## src/rtl/alu_multicycle.sv

```systemverilog
// Multicycle ALU: logic/add/sub in one cycle, iterative shift-add MUL and restoring DIV.
// Define ALU_MULTICYCLE_DIV_EN to build the divider; otherwise DIV reports divide-by-zero.
module alu_multicycle #(
    parameter int WIDTH = 32
) (
    input  logic             clk,
    input  logic             rst,
    input  logic             in_valid,
    output logic             in_ready,
    input  logic [WIDTH-1:0] a,
    input  logic [WIDTH-1:0] b,
    input  logic [2:0]       f,
    output logic             out_valid,
    input  logic             out_ready,
    output logic [WIDTH-1:0] y,
    output logic             zero,
    output logic             carry,
    output logic             ovf,
    output logic             dz
);

    localparam logic [2:0] OP_AND  = 3'b000;
    localparam logic [2:0] OP_OR   = 3'b001;
    localparam logic [2:0] OP_NAND = 3'b010;
    localparam logic [2:0] OP_NOR  = 3'b011;
    localparam logic [2:0] OP_ADD  = 3'b100;
    localparam logic [2:0] OP_SUB  = 3'b101;
    localparam logic [2:0] OP_MUL  = 3'b110;
    localparam logic [2:0] OP_DIV  = 3'b111;

    localparam int CW = $clog2(WIDTH);
    localparam logic [CW-1:0] LAST = CW'(WIDTH - 1);

    typedef enum logic [1:0] {
        IDLE = 2'd0,
        BUSY = 2'd1,
        DONE = 2'd2
    } state_t;

    state_t           state, state_nxt;
    logic [WIDTH-1:0] opa, opa_nxt;
    logic [WIDTH-1:0] opb, opb_nxt;
    logic [WIDTH-1:0] prod, prod_nxt;
    logic [CW-1:0]    cnt, cnt_nxt;
    logic [WIDTH-1:0] y_nxt;
    logic             zero_nxt, carry_nxt, ovf_nxt, dz_nxt;

    logic [WIDTH:0]   sum, dif;
    logic [WIDTH-1:0] res;
    logic             res_c, res_o, res_d;
    logic             multi;
    logic             accept;
    logic [WIDTH-1:0] mul_sum;
    logic [WIDTH-1:0] fin;

`ifdef ALU_MULTICYCLE_DIV_EN
    logic [WIDTH-1:0] rem, rem_nxt;
    logic             div_op, div_op_nxt;
    logic [WIDTH:0]   rem_sh, rem_dif;
    logic [WIDTH-1:0] quo;
`endif

    assign in_ready  = (state == IDLE) && !rst;
    assign out_valid = (state == DONE);
    assign accept    = in_valid && in_ready;

    // Single-cycle results, decoded straight from the offered operands
    always_comb begin
        sum   = {1'b0, a} + {1'b0, b};
        dif   = {1'b0, a} + {1'b0, ~b} + {{WIDTH{1'b0}}, 1'b1};
        res   = '0;
        res_c = 1'b0;
        res_o = 1'b0;
        res_d = 1'b0;
        multi = 1'b0;
        unique case (f)
            OP_AND:  res = a & b;
            OP_OR:   res = a | b;
            OP_NAND: res = ~(a & b);
            OP_NOR:  res = ~(a | b);
            OP_ADD: begin
                res   = sum[WIDTH-1:0];
                res_c = sum[WIDTH];
                res_o = (a[WIDTH-1] == b[WIDTH-1])
                     && (sum[WIDTH-1] != a[WIDTH-1]);
            end
            OP_SUB: begin
                res   = dif[WIDTH-1:0];
                res_c = dif[WIDTH];
                res_o = (a[WIDTH-1] != b[WIDTH-1])
                     && (dif[WIDTH-1] != a[WIDTH-1]);
            end
            OP_MUL:  multi = 1'b1;
            OP_DIV: begin
`ifdef ALU_MULTICYCLE_DIV_EN
                if (b == '0) begin
                    res   = '1;
                    res_d = 1'b1;
                end else begin
                    multi = 1'b1;
                end
`else
                res_d = 1'b1;
`endif
            end
            default: res = '0;
        endcase
    end

    // One iteration step of the multicycle datapath
    always_comb begin
        mul_sum = prod + (opb[0] ? opa : '0);
`ifdef ALU_MULTICYCLE_DIV_EN
        rem_sh  = {rem, opa[WIDTH-1]};
        rem_dif = rem_sh - {1'b0, opb};
        quo     = {opa[WIDTH-2:0], ~rem_dif[WIDTH]};
        fin     = div_op ? quo : mul_sum;
`else
        fin     = mul_sum;
`endif
    end

    always_comb begin
        state_nxt = state;
        opa_nxt   = opa;
        opb_nxt   = opb;
        prod_nxt  = prod;
        cnt_nxt   = cnt;
        y_nxt     = y;
        zero_nxt  = zero;
        carry_nxt = carry;
        ovf_nxt   = ovf;
        dz_nxt    = dz;
`ifdef ALU_MULTICYCLE_DIV_EN
        rem_nxt    = rem;
        div_op_nxt = div_op;
`endif
        unique case (state)
            IDLE: begin
                if (accept && multi) begin
                    state_nxt = BUSY;
                    opa_nxt   = a;
                    opb_nxt   = b;
                    prod_nxt  = '0;
                    cnt_nxt   = '0;
`ifdef ALU_MULTICYCLE_DIV_EN
                    rem_nxt    = '0;
                    div_op_nxt = (f == OP_DIV);
`endif
                end else if (accept) begin
                    state_nxt = DONE;
                    y_nxt     = res;
                    zero_nxt  = (res == '0);
                    carry_nxt = res_c;
                    ovf_nxt   = res_o;
                    dz_nxt    = res_d;
                end
            end
            BUSY: begin
                cnt_nxt = cnt + 1'b1;
`ifdef ALU_MULTICYCLE_DIV_EN
                if (div_op) begin
                    rem_nxt = rem_dif[WIDTH] ? rem_sh[WIDTH-1:0]
                                             : rem_dif[WIDTH-1:0];
                    opa_nxt = quo;
                end else begin
                    prod_nxt = mul_sum;
                    opa_nxt  = opa << 1;
                    opb_nxt  = opb >> 1;
                end
`else
                prod_nxt = mul_sum;
                opa_nxt  = opa << 1;
                opb_nxt  = opb >> 1;
`endif
                if (cnt == LAST) begin
                    state_nxt = DONE;
                    y_nxt     = fin;
                    zero_nxt  = (fin == '0);
                    carry_nxt = 1'b0;
                    ovf_nxt   = 1'b0;
                    dz_nxt    = 1'b0;
                end
            end
            DONE: begin
                if (out_ready) begin
                    state_nxt = IDLE;
                end
            end
            default: state_nxt = IDLE;
        endcase
    end

    always_ff @(posedge clk) begin
        if (rst) begin
            state <= IDLE;
            opa   <= '0;
            opb   <= '0;
            prod  <= '0;
            cnt   <= '0;
            y     <= '0;
            zero  <= 1'b0;
            carry <= 1'b0;
            ovf   <= 1'b0;
            dz    <= 1'b0;
`ifdef ALU_MULTICYCLE_DIV_EN
            rem    <= '0;
            div_op <= 1'b0;
`endif
        end else begin
            state <= state_nxt;
            opa   <= opa_nxt;
            opb   <= opb_nxt;
            prod  <= prod_nxt;
            cnt   <= cnt_nxt;
            y     <= y_nxt;
            zero  <= zero_nxt;
            carry <= carry_nxt;
            ovf   <= ovf_nxt;
            dz    <= dz_nxt;
`ifdef ALU_MULTICYCLE_DIV_EN
            rem    <= rem_nxt;
            div_op <= div_op_nxt;
`endif
        end
    end

endmodule

```

## config.mk

```make
export PLATFORM = sky130hd
export DESIGN_NAME = alu_multicycle
export DESIGN_NICKNAME = d
export VERILOG_FILES = /design/src/rtl/alu_multicycle.sv
export SDC_FILE = /design/constraint.sdc
export NUM_CORES = 1
export LEC_CHECK = 0
export ABC_AREA = 1
export CAP_MARGIN = 20
export CORE_UTILIZATION = 55
export CTS_CLUSTER_DIAMETER = 100
export DETAILED_ROUTE_END_ITERATION = 8
export PLACE_DENSITY = 0.75
export RECOVER_POWER = 100
export SLEW_MARGIN = 20
export SYNTH_ARGS = -nofsm -noshare
export SYNTH_HDL_FRONTEND = slang
export SYNTH_SLANG_ARGS = --single-unit
export TNS_END_PERCENT = 10
```

## constraint.sdc

```tcl
create_clock -name clk -period 5.9 [get_ports clk]
set_input_delay 0.885 -clock clk [delete_from_list [all_inputs] [get_ports clk]]
set_output_delay 0.885 -clock clk [all_outputs]
set_load 0.02 [all_outputs]
```

==> impl_metrics.yaml <==
power_and_ir_drop:
  p_switching_mw: 1.23
  pwr-share-comb_pct: 31.4
  p_leak_nw: 8.72
  swShare_pct: 40.0
  power_frac_seq_pct: 32.6
  power.density_nw_per_um2: 184
  p_int_mw: 1.84
  clockPowerShare_pct: 36.0
  p_total_mw: 3.07
  ir_worst_vdd_uv: 193
clocking:
  cts_root_buf: "clkbuf_16"
  path_clk_slew_ns: 0.07
  cts_tree: "done"
  htreeDepth: 4
  post_cts_buffers: 0
  cts.sinks: 139
  worstSkewPairLatency_ns: 0.47
  cts.path.max_buffers: 2
  numCtsBuffers: 17
  cts_resized: 0
  hold_buffers: 0
setup_path:
  cp-start-kind: "primary input"
  critPathKind: "primary input to flip-flop"
  required_ns: 6.22
  crit_fanout: 65
  reg2regPathDepth: 22
  ff2ff_setup_slack_ns: 2.51
  crit_path_frequent_cell: "nand2_1"
  r2r-start: "opb[0]"
  cp.arrival_ns: 4.96
  cp_slowest_cell: "clkbuf_1"
  r2r-end: "zero"
  endpoint_kind: "flip-flop"
  max_stage_delay_ns: 1.68
  crit_chain: "buf_2 -> clkbuf_1 -> nor3_1 -> nand2_1 -> nor2_1 -> nand2_1 -> inv_2 -> nor2_2 -> clkinv_2 -> buf_4 -> o21ai_0 -> a31oi_1"
  crit_buf_inv: 5
  cp_top_family: "buffers and inverters"
min_path:
  min_path_type: "flip-flop to flip-flop"
  holdPathEnd: "prod[15]"
  whs_path_depth: 2
  hp-start: "prod[15]"
global_routing:
  grt_pass1_wl_um: 90600
  grt_start_max_net_pins: 83
  grtUsageTotal_pct: 42.0
  grt_antenna_before_repair: 1
  grt_pass1_vias: 16657
  grt.overflow.total: 0
synth:
  async_reset_ff_share_pct: 0
  avgSynthCellArea_um2: 5.75
  ys_types: 46
  synth_compound_area_share_pct: 16.9
  synthXorXnorAreaFrac_pct: 0.757
  yosysTopAreaCell: "nand2_1"
  seq_area_frac_synth_pct: 18.5
  netlist_area_um2: 15000
  synthTopCellsByCount: "861 x nand2_1, 381 x inv_1, 201 x nor2_1, 194 x nand3_1, 145 x ha_1"
  synth_nets: 2837
  synthMuxAreaShare_pct: 0
  synth_top_family_by_area: "simple AND/OR/NAND/NOR gates"
  synthMostInstantiatedCell: "nand2_1"
  ys_seq_elements: 139
  synthFlopType: "dfxtp_1"
  ys_warn_count: 0
  synth_cells: 2618
  synthAdderAreaFrac_pct: 12.5
  synth_edf_count: 0
  synth_area_leaders: "nand2_1 21%, dfxtp_1 18%, ha_1 12%"
  synth-simple-area-share_pct: 37.9
  synth_top_area_share_pct: 21.5
timing:
  final-max-slew-violation-count: 47
  hold_viol: 0
  fmaxAchievable_ghz: 0.215
  rsz0062_at_grt: "no"
  worstMarginPinSlew_ns: 2.37
  setup_violations: 0
  period_share_pct: 78.7
  fin_crit_ns: 4.64
  relSlewSlack_pct: -57.7
  clock_skew_ns: 0.0189
  tns_ns: 0
drt:
  route.detailed.wl_per_inst_um: 19.9
  dr.pass1.iters: 5
  drt_wl_total_um: 60000
  drtIter0Drc: 2412
  drt_drc_violations_left: 0
  ant_nets: 0
  vias_per_cell: 5.98
  vias: 18009
finish:
  finish.utilization_pct: 62.1
  nNetsFinal: 2875
  final-seq-area_um2: 2780
  fillCellCount: 2614
  area_growth_pct: 11.0
  multi_input_area_um2: 10200
  drive_gt1_share_pct: 4.50
  antenna_cells: 0
placement:
  gp_congestion: 1.08
  port-buffer-count: 108
  dp_hpwl_um: 46900
status:
  violations: "capacitance limit, slew limit"
  outcome: "finished with violations"
run:
  maxCapViolations: 1
die:
  io_pins: 109
  fp.dieH_um: 167
  fp.dieW_um: 167
  core.rowCount: 60
  dieArea_um2: 28000
  core_um2: 26900
  initial_core_util_pct: 56.0
layout make-up:
cell class	instances	area share, %
well taps	341	2.55
multi-input cells	1976	61.3
flip-flops and latches	139	16.7
clock buffers	17	2.55
clock inverters	15	0.989
inverters	403	9.07
repair buffers	119	6.90
worst max-delay path by stage:
stage / startpoint / endpoint / slack [ns] / depth (start not counted)
detailed placement: a[8] / zero / 1.62 / 21
floorplan: a[0] / zero / 3.09 / 22
global placement: a[8] / zero / 1.57 / 21
finish: rst / opa[23] / 1.26 / 12
global route: rst / opb[26] / 0.94 / 12
CTS: a[8] / zero / 2.07 / 21
placed cells by master (no fill, tap or decap), drive strengths merged, types with 2 or more instances in the layout:
cell / n
o221a: 2
fa: 3
dlygate4sd3: 38
o21ai: 152
dfxtp: 139
xnor2: 7
nand3: 197
o221ai: 3
nand4: 37
xor2: 6
buf: 11
o21a: 5
o22ai: 18
and2: 4
a211oi: 12
clkinv: 7
a31oi: 87
a22oi: 4
nor4: 2
a21oi: 137
ha: 145
o211ai: 6
nor3: 20
clkdlybuf4s50: 69
a221oi: 8
nor2: 224
inv: 410
nand2: 871
clkbuf: 18
nand3b: 5
o21bai: 9
or2: 9
flip-flops by register name (all words and copies together) (netlist names):
signal / count
opa: 32
opb: 32
prod: 32
y: 32
cnt: 5
state: 2
carry: 1
dz: 1
ovf: 1
zero: 1
worst register-to-register path, delay by kind of cell (launching register included):
family / cells / cell delay [ns]
DFF: 1 / 0.31
and+or+nand+nor: 15 / 1.60
AOI/OAI and AO/OA: 2 / 0.34
adders and majority gates: 2 / 0.73
buffers and inverters: 3 / 0.34
routing by layer:
layer,up-vias,wire length [um],global-route usage [%],share of wire [%]
li1,8478,-,-,-
met1,8295,24400,54.4,41
met2,1030,26300,66.8,44
met3,204,6090,6.74,10
met4,2,3210,23.0,5.4
met5,-,14,0,0.023
through the flow:
stage	hold slack, ns	instances	area (um2)	setup slack (ns)
floorplan	0.441	2618	15000	3.09
global placement	0.450	2977	16100	1.57
CTS	0.472	3010	16700	2.07
finish	0.471	3010	16700	1.26
detailed placement	0.460	2978	16100	1.62
global route	0.491	3010	16700	0.938
cells by family after synthesis:
kind of cell / after synthesis
AND/OR/NAND/NOR: 1369
AO/OA/AOI/OAI: 446
buffers and inverters: 503
flip-flops: 139
XOR/XNOR: 13
adder cells (fa/ha/maj): 148
power groups by stage:
stage	combinational (mW)	sequential (mW)	clock (mW)
4_1_cts	0.938	1.00	1.10
6_report	0.963	1.00	1.11
2_1_floorplan	0.577	1.04	0
3_3_place_gp	0.920	1.02	0
5_1_grt	1.04	1.00	1.14
3_5_place_dp	0.932	1.02	0
No activity file was read; power rests on OpenSTA's default activity.
